===== src/rtl/colour_centroid_tracker.sv =====
// Colour-window centroid tracker: accumulates the coordinates of matching RGB444 pixels
// per camera frame and divides them out sequentially at each frame end.
module colour_centroid_tracker #(
  parameter int         WIDTH      = 320,
  parameter int         HEIGHT     = 240,
  parameter logic [3:0] R_MIN      = 4'd10,
  parameter logic [3:0] G_MAX      = 4'd5,
  parameter logic [3:0] B_MAX      = 4'd5,
  parameter int         MIN_PIXELS = 64
) (
  input  logic        clk,
  input  logic        reset_n,
  input  logic        frame_sync,
  input  logic        pix_we,
  input  logic [11:0] pix_data,
  output logic [8:0]  centroid_x,
  output logic [7:0]  centroid_y,
  output logic [16:0] match_count,
  output logic        found,
  output logic        result_valid,
  output logic        overrun,
  output logic        busy
);

  localparam logic [8:0]  X_LAST    = 9'(WIDTH - 1);
  localparam logic [7:0]  Y_END     = 8'(HEIGHT);
  localparam logic [16:0] MIN_CNT   = 17'(MIN_PIXELS);
  localparam logic [4:0]  LAST_STEP = 5'd25;

  localparam logic [0:0] IDLE   = 1'b0;
  localparam logic [0:0] DIVIDE = 1'b1;

  logic        fs_q;
  logic [8:0]  x_cnt;
  logic [7:0]  y_cnt;
  logic [16:0] cnt;
  logic [24:0] sum_x;
  logic [24:0] sum_y;

  logic [0:0]  state;
  logic [4:0]  step;
  logic [16:0] div_cnt;
  logic [24:0] quo_x;
  logic [24:0] quo_y;
  logic [16:0] rem_x;
  logic [16:0] rem_y;

  logic        frame_end;
  logic        in_frame;
  logic        pix_match;
  logic [17:0] divisor_ext;
  logic [17:0] shift_x;
  logic [17:0] shift_y;
  logic        take_x;
  logic        take_y;
  logic        found_next;
  logic        use_quotient;

  assign frame_end = frame_sync & ~fs_q;
  assign in_frame  = pix_we & ~frame_sync & (y_cnt < Y_END);
  assign pix_match = in_frame & (pix_data[11:8] >= R_MIN) &
                     (pix_data[7:4] <= G_MAX) & (pix_data[3:0] <= B_MAX);

  // One restoring step per cycle: the dividend shifts out of the quotient register MSB first
  // while the new quotient bit shifts in at the bottom.
  assign divisor_ext = {1'b0, div_cnt};
  assign shift_x     = {rem_x, quo_x[24]};
  assign shift_y     = {rem_y, quo_y[24]};
  assign take_x      = shift_x >= divisor_ext;
  assign take_y      = shift_y >= divisor_ext;

  assign found_next   = div_cnt >= MIN_CNT;
  assign use_quotient = found_next && (div_cnt != 17'd0);

  always_ff @(posedge clk or negedge reset_n) begin
    if (!reset_n) begin
      fs_q  <= 1'b0;
      x_cnt <= '0;
      y_cnt <= '0;
    end else begin
      fs_q <= frame_sync;
      if (frame_sync) begin
        x_cnt <= '0;
        y_cnt <= '0;
      end else if (in_frame) begin
        if (x_cnt == X_LAST) begin
          x_cnt <= '0;
          y_cnt <= y_cnt + 8'd1;
        end else begin
          x_cnt <= x_cnt + 9'd1;
        end
      end
    end
  end

  // Live accumulators restart at every frame end, whether or not the divider took the frame.
  always_ff @(posedge clk or negedge reset_n) begin
    if (!reset_n) begin
      cnt   <= '0;
      sum_x <= '0;
      sum_y <= '0;
    end else if (frame_end) begin
      cnt   <= '0;
      sum_x <= '0;
      sum_y <= '0;
    end else if (pix_match) begin
      cnt   <= cnt + 17'd1;
      sum_x <= sum_x + {16'd0, x_cnt};
      sum_y <= sum_y + {17'd0, y_cnt};
    end
  end

  always_ff @(posedge clk or negedge reset_n) begin
    if (!reset_n) begin
      state        <= IDLE;
      step         <= '0;
      div_cnt      <= '0;
      quo_x        <= '0;
      quo_y        <= '0;
      rem_x        <= '0;
      rem_y        <= '0;
      centroid_x   <= '0;
      centroid_y   <= '0;
      match_count  <= '0;
      found        <= 1'b0;
      result_valid <= 1'b0;
      overrun      <= 1'b0;
      busy         <= 1'b0;
    end else begin
      result_valid <= 1'b0;
      case (state)
        IDLE: begin
          if (frame_end) begin
            div_cnt <= cnt;
            quo_x   <= sum_x;
            quo_y   <= sum_y;
            rem_x   <= '0;
            rem_y   <= '0;
            step    <= '0;
            busy    <= 1'b1;
            state   <= DIVIDE;
          end
        end
        DIVIDE: begin
          if (frame_end) begin
            overrun <= 1'b1;
          end
          if (step == LAST_STEP) begin
            match_count  <= div_cnt;
            found        <= found_next;
            centroid_x   <= use_quotient ? quo_x[8:0] : 9'd0;
            centroid_y   <= use_quotient ? quo_y[7:0] : 8'd0;
            result_valid <= 1'b1;
            busy         <= 1'b0;
            state        <= IDLE;
          end else begin
            step  <= step + 5'd1;
            quo_x <= {quo_x[23:0], take_x};
            quo_y <= {quo_y[23:0], take_y};
            rem_x <= take_x ? 17'(shift_x - divisor_ext) : shift_x[16:0];
            rem_y <= take_y ? 17'(shift_y - divisor_ext) : shift_y[16:0];
          end
        end
        default: state <= IDLE;
      endcase
    end
  end

endmodule


===== config.mk =====
export PLATFORM = sky130hd
export DESIGN_NAME = colour_centroid_tracker
export DESIGN_NICKNAME = d
export VERILOG_FILES = /design/src/rtl/colour_centroid_tracker.sv
export SDC_FILE = /design/constraint.sdc
export NUM_CORES = 1
export LEC_CHECK = 0
export CAP_MARGIN = 20
export CORE_ASPECT_RATIO = 0.75
export CORE_MARGIN = 8
export CORE_UTILIZATION = 45
export CTS_CLUSTER_DIAMETER = 50
export DETAILED_ROUTE_END_ITERATION = 16
export PLACE_DENSITY_LB_ADDON = 0.05
export SLEW_MARGIN = 20
export SYNTH_ARGS = -nofsm -noshare
export SYNTH_HDL_FRONTEND = slang
export SYNTH_SLANG_ARGS = --single-unit

===== constraint.sdc =====
create_clock -name clk -period 2.44 [get_ports clk]
set_input_delay 0.244 -clock clk [delete_from_list [all_inputs] [get_ports clk]]
set_output_delay 0.244 -clock clk [all_outputs]
set_load 0.01 [all_outputs]

==> results of run 1 <==
[sequential cells by signal, indices dropped and copies added, names as in the netlist, 25 cells and up]
name	cells
sum_x	25
quo_x	25
quo_y	25
sum_y	25
[through the flow]
step           cell area (sq um)  worst slack (ns)
3_5_place_dp               14500            -0.332
6_report                   16200           -0.0415
2_1_floorplan              12400           0.00322
3_3_place_gp               14500            -0.152
5_1_grt                    16200            -0.190
4_1_cts                    15800          0.000721
[critical path, cell delays in order (launching register included)]
cell and delay, ns:
dfrtp_1 0.36, ha_2 0.20, inv_2 0.04, fa_2 0.37, nor2b_2 0.12, o21a_1 0.15, o21ai_2 0.09, a211oi_2 0.33
o211ai_1 0.25, or3_1 0.37, a21oi_1 0.14
[area by class of cell]
| cell class | instances | area [sq um] | area share |
|---|---|---|---|
| Multi-Input combinational cell | 982 | 6760 | 0.416 |
| Sequential cell | 230 | 5760 | 0.355 |
| Timing Repair Buffer | 235 | 2120 | 0.131 |
| Clock buffer | 37 | 786 | 0.0484 |
| Tap cell | 351 | 439 | 0.0270 |
| Clock inverter | 15 | 221 | 0.0136 |
| Inverter | 41 | 156 | 0.00963 |
[power by group]
group / internal (mW) / switching (mW)
clock: 2.81 / 1.72
combinational: 5.64 / 5.60
sequential: 4.76 / 0.687
[cell usage after synthesis (4+ instances only)]
| cell type | count |
|---|---|
| dfrtp_1 | 230 |
| o21ai_0 | 177 |
| nand2_1 | 154 |
| nor2_1 | 86 |
| nand3_1 | 72 |
| mux2i_1 | 65 |
| ha_1 | 56 |
| a21oi_1 | 54 |
| clkbuf_1 | 44 |
| xor2_1 | 44 |
| inv_1 | 41 |
| xnor2_1 | 27 |
| or3_1 | 25 |
| nor3_1 | 20 |
| nand4_1 | 18 |
| a22o_1 | 17 |
| and3_1 | 17 |
| a21o_1 | 12 |
| o21a_1 | 12 |
| nor2b_1 | 11 |
| and2_1 | 8 |
| o31ai_1 | 8 |
| a31oi_1 | 7 |
| buf_2 | 7 |
| nand2b_1 | 7 |
| o211ai_1 | 7 |
| nor4_1 | 5 |
| or2_2 | 5 |
| a32oi_1 | 4 |
| buf_1 | 4 |
| fa_1 | 4 |
| o21bai_1 | 4 |
[cell usage in the layout, fill, tap and decap left out, types with 5 or more instances in the layout]
cell type	instances
a21o_1	12
a21oi_1	47
a21oi_2	6
a22o_1	17
a31oi_1	5
and2_1	6
and3_1	16
buf_12	14
buf_4	158
buf_6	10
bufinv_16	5
clkbuf_1	5
clkbuf_16	29
clkdlybuf4s50_1	49
dfrtp_1	228
ha_1	43
ha_4	10
inv_1	28
inv_2	12
mux2i_1	62
nand2_1	148
nand2b_1	7
nand3_1	70
nand4_1	18
nor2_1	82
nor2b_1	6
nor3_1	19
o211ai_1	7
o21a_1	12
o21ai_0	144
o21ai_1	29
o21ai_2	6
o31ai_1	5
or2_2	5
or3_1	24
xnor2_1	27
xor2_1	44
[what timing repair did]
item	4_1_cts	5_1_grt
setup endpoints to repair	52	60
setup buffers	9	15
hold endpoints to repair	63	0
pin swaps	21	58
resized for setup	50	105
hold buffers	1	0
[layer usage]
metal | vias to the layer above | GRT usage | routed length (microns)
met4 | 0 | 0.0340 | 466
li1 | 5097 | - | -
met3 | 39 | 0.0364 | 1520
met2 | 189 | 0.277 | 13500
met1 | 4982 | 0.311 | 17800
met5 | - | 0 | 0
[worst max-delay path by stage]
stage | start | endpoint | slack (ns) | depth (start not counted)
floorplan | x_cnt[0] | sum_x[16] | 0.003 | 10
global placement | div_cnt[8] | rem_x[1] | -0.15 | 11
detailed placement | div_cnt[0] | rem_y[12] | -0.33 | 9
CTS | div_cnt[8] | rem_x[13] | 0.0007 | 11
global route | x_cnt[0] | sum_x[16] | -0.19 | 10
finish | x_cnt[0] | sum_x[16] | -0.04 | 10
[cell families (layout without fill, tap and decap cells)]
family | after synthesis | in the layout | share of synthesized area
and+or+nand+nor | 443 | 443 | 0.169
xor gates and xnor gates | 71 | 71 | 0.0502
buffers and inverters | 101 | 328 | 0.0327
AOI/OAI and AO/OA | 342 | 342 | 0.167
muxes | 66 | 66 | 0.0534
DFF | 230 | 230 | 0.465
adders and majority gates | 60 | 60 | 0.0630
==> flow_metrics.env, run 1 <==
export IMPL_rsz0062_at_grt="yes"
export IMPL_tritoncts="yes"
export IMPL_finalCriticalPeriod_ns=2.48
export IMPL_fin_util=0.602
export IMPL_core_area_sq_mm=0.0270
export IMPL_ys_async_sr_fraction=1.00
export IMPL_finalPower_mw=21.2
export IMPL_maxCapViolations=0
export IMPL_clock_skew_final_ns=0.0117
export IMPL_relSlewSlack=0.616
export IMPL_die_w_microns=208
export IMPL_grt_pass1_vias=10100
export IMPL_num_fill_cells=2337
export IMPL_fin_crit_sh=1.02
export IMPL_via_per_inst=5.45
export IMPL_grt_max_degree=70
export IMPL_antenna_found_initial=0
export IMPL_ff2ff_path_depth=10
export IMPL_synth_top_area_frac=0.465
export IMPL_finalSetupTns_ns=-0.128
export IMPL_violations="setup timing"
export IMPL_ir_drop_mv=0.658
export IMPL_placed_cells=1815
export IMPL_syn_avg_cell_area_sq_um=9.44
export IMPL_drt_total_wl_microns=33200
export IMPL_syn_area_sq_mm=0.0124
export IMPL_cts_made_buffers=28
export IMPL_yosys_area_top_type="dfrtp_1"
export IMPL_cts_max_path_buffers=3
export IMPL_wire_per_inst_microns=17.6
export IMPL_drc=0
export IMPL_required_ns=2.92
export IMPL_area_growth_pct=31.1
export IMPL_fmax_mhz=403
export IMPL_place_gp_congestion=0.844
export IMPL_syn_nets=1389
export IMPL_cp_max_fo=6
export IMPL_die_h_microns=160
export IMPL_syn_inst=1313
export IMPL_synth_edf_count=0
export IMPL_cp_end_kind="flop"
export IMPL_status="finished, violations left"
export IMPL_clkTransAtPathRegs_ns=0.06
export IMPL_layout_drive_gt1_share=0.221
export IMPL_yosysWarnings=0
export IMPL_diodes=0
export IMPL_initial_core_util=0.459
export IMPL_grtUsageTotal=0.198
export IMPL_crit_arrival_ns=2.96
export IMPL_overflow=0
export IMPL_ys_types=68
export IMPL_leakage_nw=7.49
export IMPL_dp_hpwl_microns=23300
export IMPL_clockRootBuffer="clkbuf_16"
export IMPL_vias=10300
export IMPL_tightest_slew_ns=0.576
export IMPL_die_area_sq_mm=0.0332
export IMPL_yosys_top_cells_area="dfrtp_1, o21ai_0, ha_1, mux2i_1, nand2_1"
export IMPL_grt_pass1_wl_microns=54600
export IMPL_hold_ws_ns=0.249
export IMPL_ys_ff_latch=230
export IMPL_num_rows=52
export IMPL_regToRegEndpoint="sum_x[16]"
export IMPL_nNetsFinal=1594
export IMPL_seq_area_frac_synth=0.465
export IMPL_io_buffers=50
export IMPL_ios=54
export IMPL_firstDrtPassIters=5
export IMPL_start_kind="flop"
export IMPL_final_max_slew_viol_count=0
export IMPL_clkLatencyLatePin_ns=0.55
export IMPL_synth_flop_cell="dfrtp_1"
export IMPL_crit_type="reg2reg"
export IMPL_hold_viol=0
export IMPL_holdCritPathClass="in2async"
export IMPL_drtAntennaViolNets=0
export IMPL_r2r_setup_slack_ns=-0.04
export IMPL_htree_levels=1
export IMPL_fin_cells=1891
export IMPL_cellPowerDensity_mw_per_mm2=1310
export IMPL_reg2reg_from="x_cnt[0]"
export IMPL_worst_slack_ns=-0.0415
export IMPL_setup_viol=7
export IMPL_clkSinkCount=230
export IMPL_drt_iter0_markers=656
(Power assumes the default switching activity.)
==> run 2, diff against run 1 <==
--- a/config.mk
+++ b/config.mk
@@ -5,6 +5,7 @@
 export SDC_FILE = /design/constraint.sdc
 export NUM_CORES = 1
 export LEC_CHECK = 0
+export ABC_AREA = 1
 export CAP_MARGIN = 20
 export CORE_ASPECT_RATIO = 0.75
 export CORE_MARGIN = 8
==> flow_metrics.env, run 2 <==
export IMPL_status="finished clean"
export IMPL_fin_cells=2436
export IMPL_synth_compound_area_frac=0.102
export IMPL_grt_pass1_vias=11400
export IMPL_seq_area_sq_mm=0.00576
export IMPL_seq_area_frac_synth=0.415
export IMPL_cp_max_fo=18
export IMPL_crit_type="reg2reg"
export IMPL_syn_nets=2017
export IMPL_finalCriticalPeriod_ns=2.33
export IMPL_synthXorXnorAreaFrac=0.0196
export IMPL_clkSinkCount=230
export IMPL_grt_max_degree=77
export IMPL_grt_pass1_wl_microns=62500
export IMPL_required_ns=2.87
export IMPL_firstDrtPassIters=6
export IMPL_grtUsageTotal=0.206
export IMPL_maxCapViolations=0
export IMPL_vias=12600
export IMPL_clockRootBuffer="clkbuf_16"
export IMPL_num_rows=55
export IMPL_die_h_microns=168
export IMPL_drtAntennaViolNets=0
export IMPL_cp_end_kind="flop"
export IMPL_syn_avg_cell_area_sq_um=7.14
export IMPL_clkLatencyLatePin_ns=0.55
export IMPL_multiInputGateArea_sq_mm=0.00689
export IMPL_yosys_area_share_simple=0.317
export IMPL_diodes=0
export IMPL_dp_hpwl_microns=27300
export IMPL_drt_total_wl_microns=37800
export IMPL_area_growth_pct=15.8
export IMPL_ys_ff_latch=230
export IMPL_place_gp_congestion=0.895
export IMPL_final_common_cell="nand2_1"
export IMPL_antenna_found_initial=0
export IMPL_ys_async_sr_fraction=1.00
export IMPL_htree_levels=1
export IMPL_synth_edf_count=0
export IMPL_reg2reg_from="div_cnt[0]"
export IMPL_yosysWarnings=0
export IMPL_holdCritPathClass="in2async"
export IMPL_syn_area_sq_mm=0.0139
export IMPL_fin_crit_sh=0.955
export IMPL_synth_adder_area_share=0.0563
export IMPL_io_buffers=50
export IMPL_overflow=0
export IMPL_crit_arrival_ns=2.76
export IMPL_initial_core_util=0.458
export IMPL_clock_skew_final_ns=0.0117
export IMPL_drt_iter0_markers=1086
export IMPL_syn_inst=1941
export IMPL_yosys_top_cells_area="dfrtp_1, nand2_1, inv_1, ha_1, nand3_1"
export IMPL_leakage_nw=8.09
export IMPL_tightest_slew_ns=0.611
export IMPL_cts_max_path_buffers=3
export IMPL_setup_viol=0
export IMPL_tritoncts="yes"
export IMPL_fin_util=0.530
export IMPL_mostFrequentLayoutCells="nand2_1, inv_1, dfrtp_1"
export IMPL_relSlewSlack=0.592
export IMPL_ios=54
export IMPL_synth_flop_cell="dfrtp_1"
export IMPL_core_area_sq_mm=0.0303
export IMPL_synth_top_cells_by_count="nand2_1, inv_1, dfrtp_1, nor2_1, nand3_1"
export IMPL_yosys_area_top_type="dfrtp_1"
export IMPL_start_kind="flop"
export IMPL_layout_drive_gt1_share=0.0648
export IMPL_nNetsFinal=2093
export IMPL_num_fill_cells=2963
export IMPL_ff2ff_path_depth=11
export IMPL_rsz0062_at_grt="yes"
export IMPL_cellPowerDensity_mw_per_mm2=1220
export IMPL_clkTransAtPathRegs_ns=0.06
export IMPL_regToRegEndpoint="rem_x[15]"
export IMPL_synth_top_area_frac=0.415
export IMPL_drc=0
export IMPL_final_max_slew_viol_count=0
export IMPL_synthMuxAreaShare=0
export IMPL_fmax_mhz=429
export IMPL_crit_start="div_cnt[0]"
export IMPL_die_area_sq_mm=0.0367
export IMPL_yosysMostFrequentCell="nand2_1"
export IMPL_ys_types=39
export IMPL_hold_viol=0
export IMPL_via_per_inst=5.18
export IMPL_wire_per_inst_microns=15.5
export IMPL_die_w_microns=219
export IMPL_cts_made_buffers=29
export IMPL_ir_drop_mv=0.630
export IMPL_synth_top_family_by_area="simple AND/OR/NAND/NOR gates"
export IMPL_placed_cells=2379
export IMPL_r2r_setup_slack_ns=0.11
run 2: cell types whose count changed after synthesis, moves of 19 or more:
cell,before,now
a31oi_1,7,33
clkbuf_1,44,24
inv_1,41,248
mux2i_1,65,0
nand2_1,154,649
nand3_1,72,140
nand3b_1,0,19
nor2_1,86,159
o21ai_0,177,121
or3_1,25,0
xor2_1,44,18
run 2: metrics by stage:
| step | hold WS [ns] | total power [mW] | TNS [ns] | setup WS, ns | cell area, sq um |
|---|---|---|---|---|---|
| 2_1_floorplan | -0.0516 | 12.6 | 0 | 0.280 | 13900 |
| 3_5_place_dp | 0.211 | 15.4 | 0 | 0.0726 | 15000 |
| 3_3_place_gp | 0.211 | 15.3 | 0 | 0.141 | 15000 |
| 6_report | 0.221 | 19.6 | 0 | 0.111 | 16100 |
| 4_1_cts | 0.214 | 19.7 | 0 | 0.0576 | 16000 |
| 5_1_grt | 0.242 | 21.5 | -0.0154 | -0.0130 | 16100 |
run 2: worst max-delay path by stage:
stage / end / slack [ns] / cells after the start
floorplan: rem_y[5] / 0.28 / 15
global placement: sum_y[22] / 0.14 / 13
detailed placement: sum_y[22] / 0.07 / 13
CTS: sum_y[22] / 0.06 / 13
global route: sum_y[22] / -0.01 / 13
finish: rem_x[15] / 0.11 / 11
run 2: where the power goes:
group | internal [mW] | switching, mW | total [mW]
Clock | 2.44 | 1.77 | 4.21
Combinational | 3.74 | 6.00 | 9.74
Sequential | 5.01 | 0.679 | 5.69
Total | 11.2 | 8.45 | 19.6
run 2: routing by layer:
layer	GRT usage	share of wire
met3	0.0290	0.054
met5	0	0
met4	0.0342	0.013
met2	0.271	0.38
met1	0.347	0.55
run 2: logic make-up after synthesis:
logic type / after synthesis
XOR/XNOR: 31
flip-flops: 230
AND/OR/NAND/NOR: 1049
AO/OA/AOI/OAI: 257
adder cells (fa/ha/maj): 60
buffers and inverters: 314
run 2: area by class of cell:
type,instances,share of cell area
clock buffers,38,0.0523
inverters,255,0.0596
flip-flops and latches,230,0.359
clock inverters,13,0.00639
well taps,399,0.0311
repair buffers,104,0.0626
multi-input cells,1397,0.429
run 2: repair_timing:
item / CTS / global route
hold buffers: 1 / 0
setup endpoints to repair: 0 / 27
resized for setup: 0 / 8
hold endpoints to repair: 49 / 0
buffers inserted: 0 / 5
run 2: critical path: stages (launching register included):
cell and delay (ns):
dfrtp_2 0.45, buf_4 0.17, ha_1 0.23, fa_1 0.41, inv_1 0.11, nand3_1 0.08, nand3_1 0.14, nand2_2 0.11
nand2_4 0.24, nand3_1 0.14, nand2_1 0.09, nand2_1 0.05
==> run 3, diff against run 2 <==
==> constraint.sdc (replaced) <==
create_clock -name clk -period 2.72 [get_ports clk]
set_input_delay 0.272 -clock clk [delete_from_list [all_inputs] [get_ports clk]]
set_output_delay 0.272 -clock clk [all_outputs]
set_load 0.01 [all_outputs]
==> flow_metrics.env, run 3 (synthesis results as in run 2) <==
export IMPL_drc=0
export IMPL_firstDrtPassIters=5
export IMPL_fmax_mhz=402
export IMPL_drt_iter0_markers=1078
export IMPL_finalSetupTns_ns=0
export IMPL_area_growth_pct=15.5
export IMPL_io_buffers=50
export IMPL_layout_drive_gt1_share=0.0586
export IMPL_nNetsFinal=2081
export IMPL_cellPowerDensity_mw_per_mm2=1120
export IMPL_diodes=0
export IMPL_place_gp_congestion=0.874
export IMPL_grt_max_degree=77
export IMPL_finalPower_mw=18.0
export IMPL_cp_max_fo=18
export IMPL_grtUsageTotal=0.209
export IMPL_ios=54
export IMPL_clkLatencyLatePin_ns=0.56
export IMPL_num_rows=55
export IMPL_crit_arrival_ns=2.93
export IMPL_tightest_slew_ns=0.926
export IMPL_holdCritPathClass="in2async"
export IMPL_drtAntennaViolNets=0
export IMPL_dp_hpwl_microns=27800
export IMPL_crit_start="div_cnt[0]"
export IMPL_mostFrequentLayoutCells="nand2_1, inv_1, dfrtp_1"
export IMPL_fin_util=0.529
export IMPL_hold_viol=0
export IMPL_setup_viol=0
export IMPL_cts_setup_buffers=0
export IMPL_die_h_microns=168
export IMPL_ir_drop_mv=0.629
export IMPL_status="finished clean"
export IMPL_maxCapViolations=0
export IMPL_leakage_nw=8.07
export IMPL_overflow=0
export IMPL_crit_type="reg2reg"
export IMPL_final_max_slew_viol_count=0
export IMPL_rsz0062_at_grt="no"
export IMPL_cp_end_kind="flop"
export IMPL_drt_total_wl_microns=38300
export IMPL_clock_skew_final_ns=0.0110
export IMPL_required_ns=3.16
export IMPL_wire_per_inst_microns=15.8
export IMPL_clockRootBuffer="clkbuf_16"
export IMPL_initial_core_util=0.458
export IMPL_antenna_found_initial=0
export IMPL_tritoncts="yes"
export IMPL_grt_pass1_wl_microns=63000
export IMPL_core_area_sq_mm=0.0303
export IMPL_relSlewSlack=0.382
export IMPL_vias=12600
export IMPL_grt_pass1_vias=11600
export IMPL_via_per_inst=5.19
export IMPL_clkTransAtPathRegs_ns=0.06
export IMPL_finalCriticalPeriod_ns=2.49
export IMPL_htree_levels=1
export IMPL_hold_ws_ns=0.290
export IMPL_cts_max_path_buffers=3
export IMPL_start_kind="flop"
export IMPL_clkSinkCount=230
export IMPL_cts_made_buffers=30
export IMPL_fin_crit_sh=0.914
export IMPL_die_area_sq_mm=0.0367
export IMPL_die_w_microns=219
export IMPL_reg2reg_from="div_cnt[0]"
export IMPL_final_common_cell="nand2_1"
==> run 3: changes by cell type in the layout (fill, tap and decap cells not counted), sizes merged <==
cell    delta
buf       -13
bufinv     +2
clkinv     +2
inv        +1
==> run 3: final timing paths <==
path | end | slack (ns) | cells past startpoint
worst min-delay path | quo_x[5] | 0.29 | 2
min in group clk | fs_q | 0.45 | 2
max in group asynchronous | quo_x[7] | 1.60 | 3
worst min register to register | overrun | 0.47 | 1
worst max register to register | rem_y[12] | 0.23 | 14
worst max-delay path | rem_y[12] | 0.23 | 14
==> run 3: through the flow <==
stage | cell area (sq um) | setup slack (ns) | instances
6_report | 16000 | 0.235 | 2428
5_1_grt | 16000 | 0.0646 | 2428
4_1_cts | 16000 | 0.227 | 2428
3_5_place_dp | 15000 | 0.204 | 2371
3_3_place_gp | 15000 | 0.238 | 2371
2_1_floorplan | 13900 | 0.560 | 1941
==> run 3: area by class of cell <==
cell class,instances,area (sq um)
inverter,255,957
timing repair buffer,91,878
clock buffer,38,862
tap,399,499
sequential,230,5760
fill,2974,14300
clock inverter,18,193
multi-input combinational,1397,6880
==> run 3: routing by layer <==
layer / track usage / up-vias / part of all wire
li1: - / 6370 / -
met1: 0.333 / 5918 / 0.53
met2: 0.292 / 289 / 0.39
met3: 0.0338 / 36 / 0.060
met4: 0.0336 / 0 / 0.013
met5: 0 / - / 0
==> run 3: what timing repair did <==
action	4_1_cts	5_1_grt
hold buffers	1	0
endpoints found under the hold margin	70	0
resized for setup	0	1
endpoints found under the setup margin	0	1
==> run 3: worst max-delay path, cell delays in order (launching register included) <==
cell     delay (ns)
dfrtp_1        0.47
ha_1           0.27
fa_1           0.41
inv_1          0.07
nand2_1        0.05
nand2_1        0.09
nand3_1        0.07
nand2_1        0.09
nand2_1        0.07
nand2_1        0.09
nand2_2        0.06
nand2_2        0.34
nand2_1        0.11
nand3_1        0.09
nand2_1        0.07
==> run 3: power breakdown <==
group / leakage [nW] / total (mW) / internal [mW] / switching (mW)
registers: 2.97 / 5.08 / 4.49 / 0.584
clock network: 0.515 / 4.15 / 2.47 / 1.68
logic: 4.58 / 8.75 / 3.30 / 5.45
total: 8.07 / 18.0 / 10.3 / 7.72
